## config.mk

```make
export PLATFORM = sky130hd
export DESIGN_NAME = pipe_mem_arbiter
export DESIGN_NICKNAME = d
export VERILOG_FILES = /design/src/rtl/pipe_mem_arbiter.sv
export SDC_FILE = /design/constraint.sdc
export NUM_CORES = 1
export LEC_CHECK = 0
export ABC_AREA = 1
export CAP_MARGIN = 10
export CORE_AREA = 2 2 125 127
export CTS_BUF_LIST = sky130_fd_sc_hd__clkbuf_4 sky130_fd_sc_hd__clkbuf_8
export DETAILED_ROUTE_END_ITERATION = 10
export DIE_AREA = 0 0 127 129
export PLACE_DENSITY_LB_ADDON = 0.12
export SYNTH_ARGS = -nofsm -noshare
export SYNTH_HDL_FRONTEND = slang
export SYNTH_SLANG_ARGS = --single-unit
```

## constraint.sdc

```tcl
create_clock -name clock -period 5.5 [get_ports clock]
set_input_delay 0.825 -clock clock [delete_from_list [all_inputs] [get_ports clock]]
set_output_delay 0.825 -clock clock [all_outputs]
set_load 0.02 [all_outputs]
```

## src/rtl/pipe_mem_arbiter.sv

```systemverilog
// pipe_mem_arbiter: shares one single-port, fixed-latency RAM between the
// CPU instruction fetch (IF, read-only) and data memory (MEM, read/write)
// requesters. MEM wins contested cycles unless IF has lost MAX_STARVE
// contested grants in a row. Each access walks IDLE -> ISSUE -> WAIT -> DONE.
//
// Handshake: each requester raises req (a level) and holds address and data
// until its one-cycle ready pulse. Addresses and write data are sampled only
// on the grant cycle in IDLE. stall_* is req & ~ready, so a requester stays
// stalled from the first cycle of its request up to its ready cycle.
//
// MEM_LAT legal range 1..15, MAX_STARVE legal range 1..15 (4-bit counters).
module pipe_mem_arbiter #(
    parameter int MEM_LAT    = 2,
    parameter int MAX_STARVE = 4
) (
    input  logic        clock,
    input  logic        reset,
    // instruction fetch requester
    input  logic        if_req,
    input  logic [31:0] if_addr,
    output logic [31:0] if_rdata,
    output logic        if_ready,
    // data memory requester
    input  logic        mem_req,
    input  logic        mem_we,
    input  logic [31:0] mem_addr,
    input  logic [31:0] mem_wdata,
    output logic [31:0] mem_rdata,
    output logic        mem_ready,
    // pipeline hold levels
    output logic        stall_if,
    output logic        stall_mem,
    // RAM side
    output logic        ram_en,
    output logic        ram_we,
    output logic [31:0] ram_addr,
    output logic [31:0] ram_wdata,
    input  logic [31:0] ram_rdata,
    // grant owner: 0 = IF, 1 = MEM
    output logic        owner,
    // FSM state for observation: 0=IDLE 1=ISSUE 2=WAIT 3=DONE
    output logic [1:0]  state_dbg
);

    typedef enum logic [1:0] {
        IDLE  = 2'd0,
        ISSUE = 2'd1,
        WAIT  = 2'd2,
        DONE  = 2'd3
    } state_t;

    localparam logic [3:0] LAT_W    = 4'(MEM_LAT);
    localparam logic [3:0] STARVE_W = 4'(MAX_STARVE);

    state_t     state;
    state_t     state_nxt;
    logic [3:0] starve_cnt;
    logic [3:0] wait_cnt;
    logic       contested;
    logic       grant_mem;
    logic       grant_if;
    logic       grant_any;
    logic       last_wait;

    assign state_dbg = state;

    // Arbitration decode; only acted upon while the FSM sits in IDLE.
    always_comb begin
        contested = if_req & mem_req;
        grant_mem = 1'b0;
        grant_if  = 1'b0;
        if (state == IDLE) begin
            grant_mem = mem_req & (~if_req | (starve_cnt < STARVE_W));
            grant_if  = if_req & ~grant_mem;
        end
        grant_any = grant_mem | grant_if;
        last_wait = (state == WAIT) && (wait_cnt == 4'd1);
    end

    // Stall levels follow the request directly so a hold takes effect
    // in the same cycle the request appears.
    always_comb begin
        stall_if  = if_req & ~if_ready;
        stall_mem = mem_req & ~mem_ready;
    end

    // FSM state register.
    always_ff @(posedge clock or posedge reset) begin
        if (reset) begin
            state <= IDLE;
        end else begin
            state <= state_nxt;
        end
    end

    // FSM next-state: DONE always returns to IDLE without arbitrating, so a
    // requester still holding req during its ready cycle is not reissued.
    always_comb begin
        state_nxt = state;
        case (state)
            IDLE:    if (grant_any) state_nxt = ISSUE;
            ISSUE:   state_nxt = WAIT;
            WAIT:    if (wait_cnt == 4'd1) state_nxt = DONE;
            DONE:    state_nxt = IDLE;
            default: state_nxt = IDLE;
        endcase
    end

    // Latch the granted request onto the RAM command registers; these hold
    // between grants. IF grants leave ram_wdata untouched.
    always_ff @(posedge clock or posedge reset) begin
        if (reset) begin
            ram_addr  <= 32'd0;
            ram_we    <= 1'b0;
            ram_wdata <= 32'd0;
            owner     <= 1'b0;
        end else if (grant_mem) begin
            ram_addr  <= mem_addr;
            ram_we    <= mem_we;
            ram_wdata <= mem_wdata;
            owner     <= 1'b1;
        end else if (grant_if) begin
            ram_addr  <= if_addr;
            ram_we    <= 1'b0;
            owner     <= 1'b0;
        end
    end

    // RAM strobe: registered from the grant so it is high only in ISSUE.
    always_ff @(posedge clock or posedge reset) begin
        if (reset) begin
            ram_en <= 1'b0;
        end else begin
            ram_en <= grant_any;
        end
    end

    // Anti-starvation counter: moves only on contested grants, except that
    // any IF grant clears it.
    always_ff @(posedge clock or posedge reset) begin
        if (reset) begin
            starve_cnt <= 4'd0;
        end else if (grant_if) begin
            starve_cnt <= 4'd0;
        end else if (grant_mem && contested && (starve_cnt < STARVE_W)) begin
            starve_cnt <= starve_cnt + 4'd1;
        end
    end

    // Latency counter: loaded in ISSUE, counts down through WAIT.
    always_ff @(posedge clock or posedge reset) begin
        if (reset) begin
            wait_cnt <= 4'd0;
        end else if (state == ISSUE) begin
            wait_cnt <= LAT_W;
        end else if (state == WAIT) begin
            wait_cnt <= wait_cnt - 4'd1;
        end
    end

    // Read data capture on the last WAIT cycle, exactly MEM_LAT cycles after
    // ram_en; writes leave both data registers alone.
    always_ff @(posedge clock or posedge reset) begin
        if (reset) begin
            if_rdata  <= 32'd0;
            mem_rdata <= 32'd0;
        end else if (last_wait && !ram_we) begin
            if (owner) begin
                mem_rdata <= ram_rdata;
            end else begin
                if_rdata <= ram_rdata;
            end
        end
    end

    // Ready pulses: registered from the last WAIT cycle so they appear in DONE.
    always_ff @(posedge clock or posedge reset) begin
        if (reset) begin
            if_ready  <= 1'b0;
            mem_ready <= 1'b0;
        end else begin
            if_ready  <= last_wait & ~owner;
            mem_ready <= last_wait & owner;
        end
    end

    // Structural invariants of the sequencing.
    a_ready_exclusive: assert property (@(posedge clock) disable iff (reset)
        !(if_ready && mem_ready));
    a_en_in_issue: assert property (@(posedge clock) disable iff (reset)
        ram_en |-> (state == ISSUE));

endmodule

```

* Word-level counts from Yosys, hierarchy flattened
Cells that the tools add are included.
** Word-level totals
- Register bits after elaboration :: 143
- Output and inout bits :: 137
- Memory bits (read-only) :: 0
- Bits in latches :: 0
- RAM bits :: 0
- Logic and storage cells :: 61
- Memories kept :: 0
** Cells by class
- Shift-type cells :: 0
- Div/mod/pow operators :: 0
- Equal/unequal tests :: 6
- $mul :: 0
- Bitwise logic cells :: 14
- Add/subtract/negate cells :: 2
- Magnitude comparators :: 1
- Reductions and logical operators :: 12
- Multiplexer cells :: 14
** Operators with widths (count)
- 32-bit 2-to-1 mux :: 2
- 4-bit 2-to-1 mux :: 4
- 2-bit case mux with 4 select lines :: 1
- 1-bit AND :: 7
- 2-bit AND reduction :: 3
- 2-bit nonzero test :: 3
- 1-bit 2-to-1 mux :: 5
- 1-bit inverter :: 5
- 4-bit by 1-bit adder with 4-bit output (second input constant) :: 1
- 2-bit == test (second input constant) :: 2
- 4-bit by 1-bit == test with 1-bit output (second input constant) :: 1
- 1-bit logical AND :: 4
- 4-bit by 3-bit < comparator with 1-bit output (second input constant) :: 1
- 2-bit 2-to-1 mux :: 2
- 4-bit by 1-bit subtractor with 4-bit output (second input constant) :: 1
- 2-bit by 1-bit == test with 1-bit output (second input constant) :: 1
- 2-bit zero test :: 1
- 2-bit by 1-bit inequality test with 1-bit output (second input constant) :: 1
- 2-bit inequality test (second input constant) :: 1
- 1-bit OR :: 2
- 1-bit zero test :: 1

* Longest topological paths before layout
Gate-level depths: netlist of the first run.
- Depth after elaboration :: 9
- Mapped depth :: 8
- Mapped depth without buffers :: 7

* Least setup slack after synthesis of the first run
OpenSTA, ideal clock, no wires.
- Kind :: input -> output
- Start point :: input mem_req
- End point :: output stall_mem
- Stages :: 4
- Buffers on the path :: 2
- Slack :: 3.172 ns
- Arrival time :: 1.503 ns
- Cell sequence :: buf_2 -> buf_2 -> inv_1 -> nor2_1
** On the way
- Word-level cells in the longest chain between the ends :: 1
** RTL lines
- start, declared :: RTL line 24 : input logic mem_req,
- 1-bit AND :: RTL line 84 : stall_mem = mem_req & ~mem_ready;
- end, declared :: RTL line 32 : output logic stall_mem,
No other way between the ends.

* Final worst setup path of the first run
Ends and elaborated chain as after synthesis.

==> impl_metrics.tcl, run 1 <==
set metrics [dict create \
    peakVddDrop_mv 0.247 \
    fin_crit_sh_pct 59.8 \
    crit_arrival_ps 2460 \
    synthTopCellsByArea "dfrtp_1 (54%), nand3_1 (9.9%), nand2_1 (8.2%)" \
    antenna_found_initial 0 \
    rrSetupSlack_ps 2830 \
    place_congestion 0.787 \
    core_area_um2 15000 \
    synth_cell_types 26 \
    p_clk_share_pct 16.7 \
    start_util_pct 44.4 \
    hold_end "ram_wdata[28]" \
    cts_root_buf "clkbuf_8" \
    worstSetupStartpointType "primary input" \
    r2r-end "ram_addr[6]" \
    power.switching_w 0.00217 \
    yosys_warnings 0 \
    timing.final.max_slew_violations 0 \
    grt_pass1_vias 5720 \
    cts_resized 0 \
    cts_buffers 17 \
    comb_power_share_pct 50.5 \
    maxCapViolations 0 \
    internal-power_w 0.00321 \
    seq_power_share_pct 32.8 \
    cts_setup_buffers 0 \
    syn_area_um2 6650 \
    dieArea_um2 16400 \
    synth_top_area_share_pct 53.9 \
    min-delay-start "ram_wdata[28]" \
    syn_area_per_cell_um2 8.85 \
    finalNetCount 1133 \
    dieWidth_um 127 \
    cts_htree_levels 4 \
    overflow 0 \
    pre_cts_slack_ps 2230 \
    routedWlPerCell_um 15.0 \
    grt_max_degree 67 \
    fmax_mhz 304 \
    antenna_cells 0 \
    grt_setup_unrepaired "no" \
    max-clock-path-buffers 2 \
    synth_nets 891 \
    cp.required_ps 4680 \
    drt-total-wl_um 17900 \
    worst_slew_pin_slew_ps 1120 \
    max_slew_margin_pct 25.2 \
    hold_depth 2 \
    syn_inst 751 \
    grt_usage_pct 22.3 \
    yosys.area.top_type "dfrtp_1" \
    yosysSeqAreaShare_pct 53.9 \
    holdWs_ps 485 \
    insertion_delay_ps 440 \
    io_buffers 269 \
    p_sw_share_pct 40.4 \
    ioPinCount 270 \
    min_period_ps 3290 \
    drive_above_1_share_pct 5.37 \
    antenna_left 0 \
    dp_hpwl_um 12000 \
    dr.first_iter.drc_count 390 \
    setup_viol 0 \
    vias_per_cell 4.96 \
    die_y_um 129 \
    synth_seq_cells 143 \
    final.setup_skew_ps 10.7 \
    fin_ws_ps 2210 \
    cts.sinks 143 \
    critical_path.max_fanout 39 \
    worstReg2RegStart "starve_cnt[2]" \
    rows 45 \
    dr_total_vias 5922 \
    tritoncts "yes" \
    path_clk_slew_ps 80 \
    end_kind "primary output" \
    r2r_cells 4 \
    first_pass_iters 7 \
    status "finished, final reports clean" \
    syn_to_final_growth_pct 46.9 \
    p_leak_nw 4.55 \
    drc_errors 0 \
    power_density_nw_per_um2 552 \
    critPathKind "primary input to primary output" \
    hold_class "register to register" \
    grt_pass1_wl_um 29000 \
    hold_violations 0 \
    tns_ps 0 \
    hold_buffers 0 \
]
==> layer usage <==
layer  vias to the layer above  part of all wire [%]  track usage, %
met5                         -                     0               0
met4                         0                   1.1            5.88
met3                        15                   6.9            6.57
met2                       198                    48            36.0
met1                      2798                    44            29.7
li1                       2911                     -               -
==> synth_stat cells <==
cell / instances
o21ai_2: 4
buf_6: 9
nand4_2: 1
nand2_1: 145
or2_2: 1
nor2_1: 11
nor2_4: 1
ha_1: 7
o21ai_0: 6
o21ai_4: 1
a31oi_1: 1
o21bai_1: 64
nor2_8: 1
a21oi_1: 2
nand3_1: 132
nand4_1: 33
inv_1: 111
xor2_1: 2
inv_2: 1
dfrtp_1: 143
buf_1: 6
clkbuf_1: 17
buf_4: 1
o21ai_1: 28
buf_2: 21
nand3_2: 2
==> registers in the layout, indices dropped and copies added (netlist names) <==
name and flops:
starve_cnt 4, mem_ready 1, if_rdata 32, owner 1, ram_addr 32, ram_wdata 32, ram_we 1, mem_rdata 32
ram_en 1, if_ready 1, wait_cnt 4, state_dbg 2
==> how the worst max path moves through the flow <==
stage	slack, ps	end	depth (start not counted)	from
3_3_place_gp	2230	stall_mem	5	mem_req
6_report	2210	stall_mem	5	mem_req
4_1_cts	2230	stall_mem	5	mem_req
2_1_floorplan	840	if_rdata[0]	1	reset
3_5_place_dp	2230	stall_mem	5	mem_req
5_1_grt	2140	stall_mem	5	mem_req
==> critical path: stages <==
cell,delay [ps]
clkdlybuf4s50_1,450
buf_4,380
inv_1,70
nor2_1,110
clkdlybuf4s50_1,610
==> metrics by stage <==
stage | total power, W | util, % | std cells | cell area, µm²
finish | 0.00539 | 65.2 | 1193 | 9760
global route | 0.00576 | 65.2 | 1193 | 9760
CTS | 0.00545 | 65.2 | 1193 | 9760
detailed placement | 0.00452 | 62.4 | 1162 | 9340
global placement | 0.00449 | 62.4 | 1162 | 9340
floorplan | 0.00331 | - | 751 | 6650
==> power groups by stage <==
stage	clock, W	combinational, W	sequential (W)
5_1_grt	0.000970	0.00297	0.00182
3_3_place_gp	0	0.00272	0.00177
2_1_floorplan	0	0.00101	0.00229
6_report	0.000898	0.00272	0.00177
4_1_cts	0.000923	0.00275	0.00177
3_5_place_dp	0	0.00274	0.00178
==> logic make-up (layout without fill, tap and decap cells) <==
kind of cell / count (synthesis) / after routing / synth area share, %
buffers and inverters: 166 / 420 / 10.8
xor gates and xnor gates: 2 / 2 / 0.264
adders and majority gates: 7 / 7 / 1.32
and+or+nand+nor: 327 / 327 / 22.9
DFF: 143 / 143 / 53.9
AOI/OAI and AO/OA: 106 / 106 / 10.8
==> final cells by class <==
type	instances	area (µm²)
clock buffers	19	255
clock inverters	12	168
fillers	1256	5220
inverters	112	425
multi-input cells	442	2350
flip-flops and latches	143	3580
well taps	188	235
repair buffers	277	2750
==> placed cells by master, fill, tap and decap left out, types with 11 or more instances in the layout <==
master,n
o21ai_1,28
nand3_1,132
nor2_1,11
o21bai_1,64
inv_1,109
clkdlybuf4s50_1,269
dfrtp_1,142
clkbuf_8,18
nand2_1,145
nand4_1,33
(Power assumes the default switching activity.)
==> run 2, diff against run 1 <==
clock period = 3.4 ns   (was 5.5 ns; I/O delays follow)
==> impl_metrics.tcl, run 2 (synthesis gave the netlist of run 1 again) <==
set metrics [dict create \
    status "finished, final reports clean" \
    cts_root_buf "clkbuf_8" \
    dieWidth_um 127 \
    core_area_um2 15000 \
    cts.sinks 143 \
    worstSetupStartpointType "primary input" \
    crit_path_top_delay_cell "clkdlybuf4s50_1" \
    tns_ps 0 \
    first_pass_iters 4 \
    dieArea_um2 16400 \
    dr_total_vias 5907 \
    start_util_pct 44.4 \
    drc_errors 0 \
    fin_ws_ps 711 \
    io_buffers 269 \
    worst_slew_pin_slew_ps 797 \
    hold_class "register to register" \
    hold_buffers 0 \
    hold_violations 0 \
    dp.cells 1166 \
    dr.first_iter.drc_count 389 \
    slowest_delay_ps 860 \
    antenna_found_initial 0 \
    cts_resized 0 \
    grt_pass1_wl_um 28200 \
    setup_viol 0 \
    insertion_delay_ps 440 \
    peakVddDrop_mv 0.449 \
    cts_setup_buffers 0 \
    grt_pass1_vias 5566 \
    final_cell_mix "clkdlybuf4s50_1 (269), nand2_1 (145), dfrtp_1 (142)" \
    routedWlPerCell_um 14.8 \
    critical_path.max_fanout 14 \
    fmax_mhz 372 \
    grt_usage_pct 21.7 \
    antenna_cells 0 \
    p_leak_nw 4.60 \
    cts_htree_levels 4 \
    cts_buffers 17 \
    critPathKind "primary input to primary output" \
    dp_hpwl_um 11900 \
    place_congestion 0.783 \
    path_common_cell "clkdlybuf4s50_1" \
    crit_chain "clkdlybuf4s50_1 > inv_1 > nor2_1 > clkdlybuf4s50_1" \
    drive_above_1_share_pct 5.84 \
    maxCapViolations 0 \
    antenna_left 0 \
    timing.final.max_slew_violations 0 \
    fin_crit_sh_pct 79.1 \
    pre_cts_slack_ps 727 \
    ioPinCount 270 \
    grt_setup_unrepaired "no" \
    max_slew_margin_pct 46.9 \
    max-clock-path-buffers 2 \
    finalNetCount 1137 \
    die_y_um 129 \
    tritoncts "yes" \
    cp.required_ps 2890 \
    min_period_ps 2690 \
    power_density_nw_per_um2 898 \
    drt-total-wl_um 17800 \
    crit_arrival_ps 2180 \
    syn_to_final_growth_pct 48.6 \
    overflow 0 \
    end_kind "primary output" \
    finalNonFillerCells 1198 \
    grt_max_degree 79 \
    path_clk_slew_ps 70 \
    rows 45 \
    final.setup_skew_ps 10.3 \
    mostFrequentLayoutCell "clkdlybuf4s50_1" \
    vias_per_cell 4.93 \
]
## run 2: cell count changes in the layout (fill, tap and decap cells not counted), sizes merged
cell	previous run	this run
buf	8	12
bufinv	4	5
clkbuf	19	21
clkinv	5	4
inv	112	111
## run 2: area by class of cell
cell class                      instances  area [µm²]
Fill cell                            1281        5100
Sequential cell                       143        3580
Timing Repair Buffer                  281        2820
Multi-Input combinational cell        442        2350
Inverter                              112         424
Clock buffer                           21         283
Tap cell                              188         235
Clock inverter                         11         185
## run 2: layer usage
layer / track usage [%] / up-vias / share of wire [%]
met4: 8.53 / 0 / 2.1
met5: 0 / - / 0
met2: 34.3 / 208 / 49
met3: 6.11 / 27 / 6.8
li1: - / 2921 / -
met1: 28.5 / 2751 / 42
## run 2: critical path: cells and delay by family
kind	cells	cell delay [ps]
buffers and inverters	3	1550
and+or+nand+nor	1	100
## run 2: final timing paths
kind,start,endpoint,slack (ps),cells past startpoint
min in group asynchronous,reset,if_rdata[22],540,3
min reg2reg,ram_wdata[30],ram_wdata[30],490,2
max,mem_req,stall_mem,710,4
max in group asynchronous,reset,owner,2470,3
min,ram_wdata[30],ram_wdata[30],490,2
max reg2reg,state_dbg[0],starve_cnt[2],1160,8
## run 2: stage by stage
step / hold WS, ps / instance area, µm² / utilization [%] / total power (W)
finish: 486 / 9870 / 65.9 / 0.00886
global route: 516 / 9870 / 65.9 / 0.00945
CTS: 492 / 9870 / 65.9 / 0.00895
detailed placement: 474 / 9410 / 62.8 / 0.00735
global placement: 466 / 9410 / 62.8 / 0.00729
floorplan: 457 / 6650 / - / 0.00535
## run 2: where the power goes
group	internal (W)	switching (W)	leakage, nW	total (W)
logic	0.00197	0.00244	2.74	0.00441
registers	0.00244	0.000443	1.63	0.00288
clock network	0.000936	0.000639	0.235	0.00157
total	0.00534	0.00352	4.60	0.00886
==> run 3, diff against run 2 <==
clock period = 2.74 ns   (was 3.4 ns; I/O delays follow)
==> impl_metrics.tcl, run 3 (synthesis gave the netlist of run 1 again) <==
set metrics [dict create \
    hold_class "primary input to async pin" \
    timing.final.max_slew_violations 0 \
    worst_slew_pin_slew_ps 699 \
    finalNonFillerCells 1201 \
    dr.first_iter.drc_count 399 \
    seq_power_share_pct 33.3 \
    p_leak_nw 4.60 \
    die_y_um 129 \
    final.setup_skew_ps 10.7 \
    finalNetCount 1143 \
    min_period_ps 2210 \
    crit_arrival_ps 1800 \
    start_util_pct 44.4 \
    peakVddDrop_mv 0.515 \
    max-clock-path-buffers 2 \
    routedWlPerCell_um 15.1 \
    power_density_nw_per_um2 1090 \
    end_kind "primary output" \
    dp.cells 1172 \
    grt_setup_unrepaired "no" \
    cts_buffers 17 \
    p_clk_share_pct 15.3 \
    cts.sinks 143 \
    rows 45 \
    dp_hpwl_um 12400 \
    vias_per_cell 4.91 \
    insertion_delay_ps 440 \
    cts_htree_levels 4 \
    cp.required_ps 2330 \
    syn_to_final_growth_pct 48.1 \
    grt_usage_pct 22.6 \
    first_pass_iters 5 \
    setup_viol 0 \
    grt_max_degree 66 \
    drc_errors 0 \
    fin_crit_sh_pct 80.7 \
    hold_buffers 0 \
    antenna_left 0 \
    power.switching_w 0.00435 \
    place_congestion 0.753 \
    fin_ws_ps 528 \
    pre_cts_slack_ps 524 \
    drive_above_1_share_pct 6.12 \
    status "finished, final reports clean" \
    dieArea_um2 16400 \
    ioPinCount 270 \
    overflow 0 \
    dieWidth_um 127 \
    final_cell_area_um2 9840 \
    comb_power_share_pct 51.4 \
    internal-power_w 0.00640 \
    grt_pass1_vias 5806 \
    critPathKind "primary input to primary output" \
    grt_pass1_wl_um 29500 \
    dpl_cell_area_um2 9460 \
    antenna_found_initial 0 \
    io_buffers 269 \
    cts_root_buf "clkbuf_8" \
    fmax_mhz 452 \
    critical_path.max_fanout 4 \
    core_area_um2 15000 \
    cts_setup_buffers 0 \
    worstSetupStartpointType "primary input" \
    maxCapViolations 0 \
    drt-total-wl_um 18200 \
    fin_util_pct 65.7 \
    dr_total_vias 5901 \
    tritoncts "yes" \
    path_clk_slew_ps 70 \
    tns_ps 0 \
    cts_resized 0 \
    final_cell_mix "clkdlybuf4s50_1 (269), nand2_1 (145), dfrtp_1 (142)" \
    p_sw_share_pct 40.5 \
    mostFrequentLayoutCell "clkdlybuf4s50_1" \
    max_slew_margin_pct 53.4 \
    antenna_cells 0 \
    hold_violations 0 \
]
run 3: cell types whose count changed in the layout (fill, tap and decap cells not counted), sizes merged:
cell,change
buf,+6
bufinv,-3
clkbuf,+1
clkinvlp,-1
run 3: metal layers:
metal	up-vias	GRT usage (%)	wire (µm)	share of wire [%]
met4	0	7.63	367	2.0
met2	204	36.8	8730	48
li1	2931	-	-	-
met5	-	0	0	0
met1	2741	29.6	7740	43
met3	25	6.24	1330	7.3
run 3: final cells by class:
| type | instances | area, µm² |
|---|---|---|
| multi-input combinational | 442 | 2350 |
| clock inverter | 7 | 87.6 |
| timing repair buffer | 287 | 2880 |
| inverter | 112 | 424 |
| sequential | 143 | 3580 |
| fill | 1297 | 5140 |
| clock buffer | 22 | 290 |
| tap | 188 | 235 |
run 3: through the flow:
stage / hold WS (ps) / total power, W
after global routing: 370 / 0.0115
after global placement: 466 / 0.00908
after floorplan: 457 / 0.00664
final: 356 / 0.0107
after detailed placement: 475 / 0.00917
after CTS: 345 / 0.0109
run 3: power groups by stage:
stage	clock, W	sequential [W]	combinational (W)
after floorplan	0	0.00461	0.00203
after CTS	0.00169	0.00358	0.00559
after detailed placement	0	0.00360	0.00557
after global placement	0	0.00358	0.00551
final	0.00164	0.00358	0.00553
after global routing	0.00178	0.00371	0.00603
run 3: critical path, stage by stage:
cell and delay, ps:
clkdlybuf4s50_1 600, inv_1 60, nor2_1 80, clkdlybuf4s50_1 650
run 3: worst paths after layout:
path,startpoint,cells after the start,end,slack (ps)
min in group clock,ram_wdata[30],2,ram_wdata[30],490
min reg2reg,ram_wdata[30],2,ram_wdata[30],490
max in group asynchronous,reset,3,owner,1720
max reg2reg,state_dbg[0],7,mem_rdata[9],830
max,if_req,4,stall_if,530
min,reset,2,if_rdata[22],360
